### src/rtl/mac_reg_pkg.sv
// Shared types and constants for the MAC register-access bridge.
package mac_reg_pkg;

  localparam int MAC_ADDR_W = 8;
  localparam int MAC_DATA_W = 32;

  // Read data returned when an access is aborted on timeout.
  localparam logic [MAC_DATA_W-1:0] ABORT_RDATA = 32'hFFFF_FFFF;

  typedef enum logic [2:0] {
    IDLE,
    SEQ_ACC,
    HOST_ACC,
    HOST_DONE,
    GAP
  } state_e;

endpackage

### src/rtl/mac_reg_arbiter_if.sv
// Avalon-MM bus toward the MAC register space. The bridge drives it through
// the master modport; the MAC (or a bench model of it) uses the slave modport.
interface mac_reg_arbiter_if;
  import mac_reg_pkg::*;

  logic [MAC_ADDR_W-1:0] mac_address;
  logic [MAC_DATA_W-1:0] mac_writedata;
  logic                  mac_read;
  logic                  mac_write;
  logic [MAC_DATA_W-1:0] mac_readdata;
  logic                  mac_waitrequest;

  modport master (
    output mac_address, mac_writedata, mac_read, mac_write,
    input  mac_readdata, mac_waitrequest
  );

  modport slave (
    input  mac_address, mac_writedata, mac_read, mac_write,
    output mac_readdata, mac_waitrequest
  );

endinterface

### src/rtl/mac_reg_arbiter.sv
// Serialises sequencer and host register requests onto one Avalon-MM master,
// with a per-access waitrequest timeout. TIMEOUT must be at least 2.
module mac_reg_arbiter
  import mac_reg_pkg::*;
#(
  parameter int TIMEOUT = 1024
) (
  input  logic                  clk,
  input  logic                  reset,
  input  logic [MAC_ADDR_W-1:0] seq_addr,
  input  logic [MAC_DATA_W-1:0] seq_writedata,
  input  logic                  seq_rd,
  input  logic                  seq_wr,
  input  logic                  seq_done,
  output logic [MAC_DATA_W-1:0] seq_readdata,
  output logic                  seq_busy,
  input  logic [MAC_ADDR_W-1:0] host_addr,
  input  logic [MAC_DATA_W-1:0] host_writedata,
  input  logic                  host_rd,
  input  logic                  host_wr,
  output logic [MAC_DATA_W-1:0] host_readdata,
  output logic                  host_waitrequest,
  mac_reg_arbiter_if.master     mac,
  output logic                  timeout_err
);

  localparam int              CNT_W    = $clog2(TIMEOUT);
  localparam logic [CNT_W-1:0] CNT_LAST = CNT_W'(TIMEOUT - 1);

  state_e                state_q, state_d;
  logic [CNT_W-1:0]      cnt_q, cnt_d;
  logic [MAC_ADDR_W-1:0] addr_q, addr_d;
  logic [MAC_DATA_W-1:0] wdata_q, wdata_d;
  logic                  read_q, read_d;
  logic                  write_q, write_d;
  logic                  busy_q, busy_d;
  logic [MAC_DATA_W-1:0] seq_rdata_q, seq_rdata_d;
  logic [MAC_DATA_W-1:0] host_rdata_q, host_rdata_d;
  logic                  host_wait_q, host_wait_d;
  logic                  terr_q, terr_d;

  logic                  abort;
  logic                  finish;
  logic [MAC_DATA_W-1:0] rdata_sel;

  assign abort     = mac.mac_waitrequest && (cnt_q == CNT_LAST);
  assign finish    = !mac.mac_waitrequest || abort;
  assign rdata_sel = abort ? ABORT_RDATA : mac.mac_readdata;

  always_comb begin
    state_d      = state_q;
    cnt_d        = cnt_q;
    addr_d       = addr_q;
    wdata_d      = wdata_q;
    read_d       = read_q;
    write_d      = write_q;
    busy_d       = busy_q;
    seq_rdata_d  = seq_rdata_q;
    host_rdata_d = host_rdata_q;
    host_wait_d  = 1'b1;
    terr_d       = terr_q;

    case (state_q)
      IDLE: begin
        // seq_done selects the only source allowed to start an access.
        if (!seq_done && (seq_wr || seq_rd)) begin
          addr_d  = seq_addr;
          wdata_d = seq_writedata;
          write_d = seq_wr;
          read_d  = !seq_wr;
          busy_d  = 1'b1;
          cnt_d   = '0;
          state_d = SEQ_ACC;
        end else if (seq_done && (host_wr || host_rd)) begin
          addr_d  = host_addr;
          wdata_d = host_writedata;
          write_d = host_wr;
          read_d  = !host_wr;
          cnt_d   = '0;
          state_d = HOST_ACC;
        end
      end

      SEQ_ACC, HOST_ACC: begin
        if (finish) begin
          read_d  = 1'b0;
          write_d = 1'b0;
          if (abort) terr_d = 1'b1;
          if (state_q == SEQ_ACC) begin
            if (read_q) seq_rdata_d = rdata_sel;
            busy_d  = 1'b0;
            state_d = GAP;
          end else begin
            if (read_q) host_rdata_d = rdata_sel;
            state_d = HOST_DONE;
          end
        end else begin
          cnt_d = cnt_q + CNT_W'(1);
        end
      end

      // host_waitrequest is registered, so the low pulse shows in the GAP cycle.
      HOST_DONE: begin
        host_wait_d = 1'b0;
        state_d     = GAP;
      end

      GAP:     state_d = IDLE;
      default: state_d = IDLE;
    endcase
  end

  always_ff @(posedge clk) begin
    if (reset) begin
      state_q      <= IDLE;
      cnt_q        <= '0;
      addr_q       <= '0;
      wdata_q      <= '0;
      read_q       <= 1'b0;
      write_q      <= 1'b0;
      busy_q       <= 1'b0;
      seq_rdata_q  <= '0;
      host_rdata_q <= '0;
      host_wait_q  <= 1'b1;
      terr_q       <= 1'b0;
    end else begin
      state_q      <= state_d;
      cnt_q        <= cnt_d;
      addr_q       <= addr_d;
      wdata_q      <= wdata_d;
      read_q       <= read_d;
      write_q      <= write_d;
      busy_q       <= busy_d;
      seq_rdata_q  <= seq_rdata_d;
      host_rdata_q <= host_rdata_d;
      host_wait_q  <= host_wait_d;
      terr_q       <= terr_d;
    end
  end

  assign mac.mac_address   = addr_q;
  assign mac.mac_writedata = wdata_q;
  assign mac.mac_read      = read_q;
  assign mac.mac_write     = write_q;
  assign seq_readdata      = seq_rdata_q;
  assign seq_busy          = busy_q;
  assign host_readdata     = host_rdata_q;
  assign host_waitrequest  = host_wait_q;
  assign timeout_err       = terr_q;

endmodule

### src/flat_wrapper.sv
// flat-port wrapper written by rule: the top's interface ports become plain ports
module mac_reg_arbiter_flat import mac_reg_pkg::*;
#(
  parameter int TIMEOUT = 1024
)
  (clk, reset, seq_addr, seq_writedata, seq_rd, seq_wr, seq_done, seq_readdata, seq_busy, host_addr, host_writedata, host_rd, host_wr, host_readdata, host_waitrequest, timeout_err, mac_mac_address, mac_mac_writedata, mac_mac_read, mac_mac_write, mac_mac_readdata, mac_mac_waitrequest);
  mac_reg_arbiter_if mac_i ();
  input  logic clk;
  input  logic reset;
  input  logic [MAC_ADDR_W-1:0] seq_addr;
  input  logic [MAC_DATA_W-1:0] seq_writedata;
  input  logic seq_rd;
  input  logic seq_wr;
  input  logic seq_done;
  output logic [MAC_DATA_W-1:0] seq_readdata;
  output logic seq_busy;
  input  logic [MAC_ADDR_W-1:0] host_addr;
  input  logic [MAC_DATA_W-1:0] host_writedata;
  input  logic host_rd;
  input  logic host_wr;
  output logic [MAC_DATA_W-1:0] host_readdata;
  output logic host_waitrequest;
  output logic timeout_err;
  output wire logic [$bits(mac_i.mac_address)-1:0] mac_mac_address;
  output wire logic [$bits(mac_i.mac_writedata)-1:0] mac_mac_writedata;
  output wire logic [$bits(mac_i.mac_read)-1:0] mac_mac_read;
  output wire logic [$bits(mac_i.mac_write)-1:0] mac_mac_write;
  input wire logic [$bits(mac_i.mac_readdata)-1:0] mac_mac_readdata;
  input wire logic [$bits(mac_i.mac_waitrequest)-1:0] mac_mac_waitrequest;
  assign mac_mac_address = mac_i.mac_address;
  assign mac_mac_writedata = mac_i.mac_writedata;
  assign mac_mac_read = mac_i.mac_read;
  assign mac_mac_write = mac_i.mac_write;
  assign mac_i.mac_readdata = mac_mac_readdata;
  assign mac_i.mac_waitrequest = mac_mac_waitrequest;
  mac_reg_arbiter #(.TIMEOUT(TIMEOUT)) u_core (.clk(clk), .reset(reset), .seq_addr(seq_addr), .seq_writedata(seq_writedata), .seq_rd(seq_rd), .seq_wr(seq_wr), .seq_done(seq_done), .seq_readdata(seq_readdata), .seq_busy(seq_busy), .host_addr(host_addr), .host_writedata(host_writedata), .host_rd(host_rd), .host_wr(host_wr), .host_readdata(host_readdata), .host_waitrequest(host_waitrequest), .mac(mac_i), .timeout_err(timeout_err));
endmodule
### config.mk
export PLATFORM = sky130hd
export DESIGN_NAME = mac_reg_arbiter_flat
export DESIGN_NICKNAME = d
export VERILOG_FILES = /design/src/rtl/mac_reg_pkg.sv /design/src/rtl/mac_reg_arbiter_if.sv /design/src/rtl/mac_reg_arbiter.sv /design/src/flat_wrapper.sv
export SDC_FILE = /design/constraint.sdc
export NUM_CORES = 1
export LEC_CHECK = 0
export ABC_AREA = 1
export BUFFER_PORTS_ARGS = -buffer_cell sky130_fd_sc_hd__buf_2
export CAP_MARGIN = 20
export CORE_ASPECT_RATIO = 0.8
export CORE_MARGIN = 2
export CORE_UTILIZATION = 45
export CTS_BUF_LIST = sky130_fd_sc_hd__clkbuf_4
export DETAILED_ROUTE_END_ITERATION = 16
export PLACE_DENSITY_LB_ADDON = 0.25
export SLEW_MARGIN = 20
export SYNTH_ARGS = -nofsm -noshare
export SYNTH_HDL_FRONTEND = slang
export SYNTH_SLANG_ARGS = --single-unit
### constraint.sdc
create_clock -name clk -period 3.5 [get_ports clk]
set_input_delay 0.7 -clock clk [delete_from_list [all_inputs] [get_ports clk]]
set_output_delay 0.7 -clock clk [all_outputs]
set_load 0.02 [all_outputs]
After elaboration in Yosys (flattened, before gate mapping)

Cells that the tools add are included.

$add $sub $neg: 1
Equal/unequal tests: 9
Mux-type cells: 26
Bitwise logic cells: 1
Reductions and logical operators: 22

Operators with widths:

| cell                                                             | number |
|---|---|
| 32-bit 2-to-1 mux                                                | 3 |
| 10-bit 2-to-1 mux                                                | 3 |
| 10-bit case mux with 2 select lines                              | 1 |
| 8-bit 2-to-1 mux                                                 | 2 |
| 3-bit 2-to-1 mux                                                 | 4 |
| 4-bit AND reduction                                              | 3 |
| 10-bit by 1-bit adder with 10-bit output (second input constant) | 1 |
| 10-bit == test (second input constant)                           | 1 |
| 1-bit 2-to-1 mux                                                 | 9 |
| 3-bit case mux with 3 select lines                               | 1 |
| 3-bit AND reduction                                              | 3 |
| 3-bit by 2-bit == test with 1-bit output (second input constant) | 2 |
| 2-bit by 1-bit != test with 1-bit output (second input constant) | 3 |
| 1-bit case mux with 2 select lines                               | 3 |
| 1-bit logical NOT                                                | 4 |
| 2-bit AND reduction                                              | 2 |
| 2-bit nonzero test                                               | 2 |
| 3-bit by 1-bit == test with 1-bit output (second input constant) | 1 |
| 1-bit logical AND                                                | 3 |
| 3-bit logical NOT                                                | 1 |
| 1-bit logical OR                                                 | 3 |
| 3-bit by 1-bit != test with 1-bit output (second input constant) | 1 |
| 2-bit != test (second input constant)                            | 1 |
| 2-bit OR reduction                                               | 1 |
| 1-bit inverter                                                   | 1 |

Register bits: 122
Input bits: 120
Output and inout port bits: 109

Longest topological paths before layout

Depth after elaboration: 5
Gate-level depth with buffers: 11

Worst setup path after synthesis

No wires, ideal clock.

Path kind: in2reg
Start: in seq_done
End: reg u_core.read_q (netlist: u_core.mac.mac_read)
Setup time: 116 ps
Data arrival time: 1,680 ps
Path slack: 1,705 ps
Stages on the path: 9
Path through: o21bai_1 -> buf_4 -> inv_2 -> nor2_1 -> nand2_1 -> buf_2 -> nand3_1 -> o21ai_0 -> nor2_1

Word-level cells in the longest chain between the ends: 4
Elaborated cells on any way between the ends: 7

RTL lines:

| element                                                                                | RTL line               | source |
|---|---|---|
| from (decl)                                                                            | flat_wrapper.sv:14     | `input logic seq_done;` |
| 1-bit logical NOT                                                                      | mac_reg_arbiter.sv:66  | `if (!seq_done && (seq_wr \|\| seq_rd)) begin` |
| 1-bit logical AND                                                                      | mac_reg_arbiter.sv:66  |  |
| 3-bit by 1-bit != test with 1-bit output (no line) or 1-bit 2-to-1 mux (tied branches) | --                     |  |
| 3-bit AND reduction (no line) or 1-bit case mux with 2 select lines (tied branches)    | --                     |  |
| to (signal assigned)                                                                   | mac_reg_arbiter.sv:131 | `read_q <= read_d;` |
| to (decl)                                                                              | mac_reg_arbiter.sv:34  | `logic read_q, read_d;` |

Several ways; a longest one is shown, not always the timed one.
A chain may end at the register's enable or synchronous reset.

Worst setup path in the final report

Start: reg u_core.cnt_q[1]
End: reg u_core.seq_rdata_q[0] (netlist: u_core.seq_readdata[0])

Word-level cells in the longest chain between the ends: 4
Elaborated cells on any way between the ends: 5

RTL lines:

| element                       | RTL line               | source |
|---|---|---|
| from (decl)                   | mac_reg_arbiter.sv:31  | `logic [CNT_W-1:0] cnt_q, cnt_d;` |
| from (signal assigned)        | mac_reg_arbiter.sv:128 | `cnt_q <= cnt_d;` |
| 10-bit == test *              | mac_reg_arbiter.sv:46  | `assign abort = mac.mac_waitrequest && (cnt_q == CNT_LAST);` |
| 1-bit logical AND *           | mac_reg_arbiter.sv:46  |  |
| 1-bit logical OR              | mac_reg_arbiter.sv:47  | `assign finish = !mac.mac_waitrequest \|\| abort;` |
| 4-bit AND reduction (no line) | --                     |  |
| to (signal assigned)          | mac_reg_arbiter.sv:134 | `seq_rdata_q <= seq_rdata_d;` |
| to (decl)                     | mac_reg_arbiter.sv:37  | `logic [MAC_DATA_W-1:0] seq_rdata_q, seq_rdata_d;` |

Every way passes the cells marked *; elsewhere a longest branch is shown, timed or not.

==> impl_metrics.tcl <==
set metrics [dict create \
    status "finished clean" \
    synthCells 703 \
    hold_end "u_core.mac.mac_writedata[13]$_SDFFE_PP0P_" \
    syn_area_sq_mm 0.00529 \
    rsz0062_at_grt "false" \
    cp-start-kind "flop" \
    drc 0 \
    ys_seq_area_frac 0.462 \
    die_h_um 101 \
    synth_top_area_cell "dfxtp_1" \
    slowest_delay_ps 400 \
    drive_above_1_share 0.371 \
    hpwlAfterDp_mm 9.77 \
    vias 5285 \
    synth_warnings 0 \
    antenna_found_initial 0 \
    tns_ps 0 \
    fin_ws_ps 1300 \
    clock_sinks 122 \
    holdWs_ps 432 \
    num_rows 35 \
    clk_pin_slew_ps 120 \
    overflow 0 \
    place_congestion 0.806 \
    layout_min_cycle_time_ps 2200 \
    cp.buffers_inverters 1 \
    synth_top_area_share 0.462 \
    switching_share 0.397 \
    finalSetupViolCount 0 \
    ys_types 31 \
    port_buffers 228 \
    firstDrtPassIters 5 \
    initial_core_util 0.461 \
    synth.net_count 824 \
    fin_cells 1068 \
    regToRegSetupSlack_ps 1300 \
    utilization 0.585 \
    power.switching_mw 1.75 \
    ys_ff_latch 122 \
    maxCapViolCount 0 \
    die_x_um 125 \
    min_from "host_writedata[13]" \
    crit_chain "ha_1, nand2_2, nor2_4, nand3_4, nand2_4, nand2_4, nor2_8, inv_4, nor2_1, nor2_1" \
    p_per_area_mw_per_mm2 656 \
    startpoint "u_core.cnt_q[1]$_SDFFE_PP0P_" \
    clkPwrFrac 0.240 \
    finClkSkew_ps 25.2 \
    place_ws_ps 1280 \
    synth_edf_count 0 \
    htree_levels 4 \
    whs_path_depth 3 \
    antenna_cells 0 \
    avgSynthCellArea_sq_um 7.52 \
    die_area_sq_mm 0.0126 \
    synth_area_leaders "dfxtp_1, nand2_1, o21ai_0, nor2_1, a31oi_1" \
    rr_endpoint "u_core.seq_readdata[0]$_SDFFE_PP0P_" \
    placed_cells 1037 \
    clock_latency_ps 520 \
    ff2ff_path_depth 10 \
    cp.arrival_ps 2610 \
    via_per_inst 4.95 \
    dr.first_iter.drc_count 372 \
    grt_usage 0.221 \
    cts_tree "done" \
    clockRootBuffer "clkbuf_4" \
    leakage_nw 3.41 \
    grt_pass1_vias 4844 \
    yosysMostFrequentCell "nand2_1" \
    wire_per_inst_um 13.2 \
    critPathKind "reg -> reg" \
    io_pins 229 \
    synthToLayoutAreaGrowth_pct 27.0 \
    clock_path_buffers 2 \
    cts_resized 0 \
    hold_viol 0 \
    crit_family "simple AND/OR/NAND/NOR gates" \
    fmax_mhz 454 \
    grt_max_degree 87 \
    r2r-start "u_core.cnt_q[1]$_SDFFE_PP0P_" \
    cell_internal_pwr_mw 2.66 \
    synth_ff_type "dfxtp_1" \
    p_comb_frac 0.350 \
    worst_pin_slew_ps 649 \
    final_antenna_net_count 0 \
    cp_max_fo 33 \
    numCtsBuffers 17 \
    crit_required_ps 3900 \
    grt_first_pass_wirelength_mm 22.8 \
    hold_buffers 0 \
    core-area_sq_mm 0.0115 \
    ir_drop_mv 0.306 \
    synthArstFlopShare 0 \
    crit_slowest_cell "dfxtp_1" \
    period_share 0.630 \
    seqPwrFrac 0.410 \
    final-max-slew-violation-count 0 \
    crit_path_end_kind "flop" \
    post_cts_buffers 0 \
    slew_headroom 0.566 \
    synth_commonest_cells "nand2_1, dfxtp_1, nor2_1, o21ai_0, a31oi_1" \
    drt_wl_total_mm 14.1 \
    hold_path_class "in -> reg" \
    num-nets-final 1029 \
]
==> cell usage in the layout, fill, tap and decap left out, types with 22 or more instances in the layout <==
cell type	Yosys	layout
o21ai_0	92	92
a31oi_1	40	40
or2_2	32	32
buf_2	2	228
dfxtp_1	122	122
nand2_1	124	124
nor2_2	28	28
inv_1	24	23
nor2_1	122	122
o21ai_1	22	22
==> worst max path at each step <==
stage	end	slack (ps)	depth (start not counted)
floorplan	u_core.mac.mac_read$_SDFFE_PP0P_	1700	9
global placement	u_core.cnt_q[2]$_SDFFE_PP0P_	1320	9
detailed placement	u_core.mac.mac_writedata[1]$_SDFFE_PP0P_	1280	6
CTS	u_core.seq_readdata[0]$_SDFFE_PP0P_	1290	10
global route	u_core.seq_readdata[0]$_SDFFE_PP0P_	1090	10
finish	u_core.seq_readdata[0]$_SDFFE_PP0P_	1300	10
==> routing by layer <==
metal | routed length (um) | track usage
met5 | 0 | 0
met4 | 251 | 0.0735
met3 | 948 | 0.0695
met2 | 6520 | 0.354
met1 | 6380 | 0.284
==> power groups by stage <==
| stage | clock network (mW) | logic, mW | registers (mW) |
|---|---|---|---|
| after floorplan | 0 | 0.791 | 2.12 |
| after global placement | 0 | 1.54 | 1.83 |
| after detailed placement | 0 | 1.55 | 1.83 |
| after CTS | 1.08 | 1.55 | 1.80 |
| after global routing | 1.14 | 1.70 | 1.84 |
| final | 1.06 | 1.54 | 1.80 |
==> cell families (layout without fill, tap and decap cells) <==
family,after synthesis,count (layout),synth area share
DFF,122,122,0.462
buffers and inverters,73,290,0.0710
and+or+nand+nor,337,337,0.293
adders and majority gates,1,1,0.00237
AOI/OAI and AO/OA,170,170,0.172
==> state kept, by name (all words and copies together), names as in the netlist <==
signal                    flops
u_core.cnt_q                 10
u_core.host_readdata         32
u_core.host_waitrequest       1
u_core.mac.mac_address        8
u_core.mac.mac_read           1
u_core.mac.mac_write          1
u_core.mac.mac_writedata     32
u_core.seq_busy               1
u_core.seq_readdata          32
u_core.state_q                3
u_core.timeout_err            1
==> worst min-delay path: cells and delay by family <==
kind                   cells  cell delay, ps
and+or+nand+nor            1              50
buffers and inverters      1              90
AOI/OAI and AO/OA          1              70
==> per-stage QoR <==
stage | area [sq um] | power [mW]
2_1_floorplan | 5290 | 2.91
3_5_place_dp | 6410 | 3.38
5_1_grt | 6710 | 4.68
4_1_cts | 6710 | 4.43
3_3_place_gp | 6410 | 3.37
6_report | 6710 | 4.40
==> layout make-up <==
type	count	area, sq um
clock inverters	13	171
clock buffers	18	135
fillers	1097	4760
inverters	27	106
well taps	148	185
multi-input cells	508	2490
repair buffers	232	1180
flip-flops and latches	122	2440
Power figures use the tool's default switching activity.
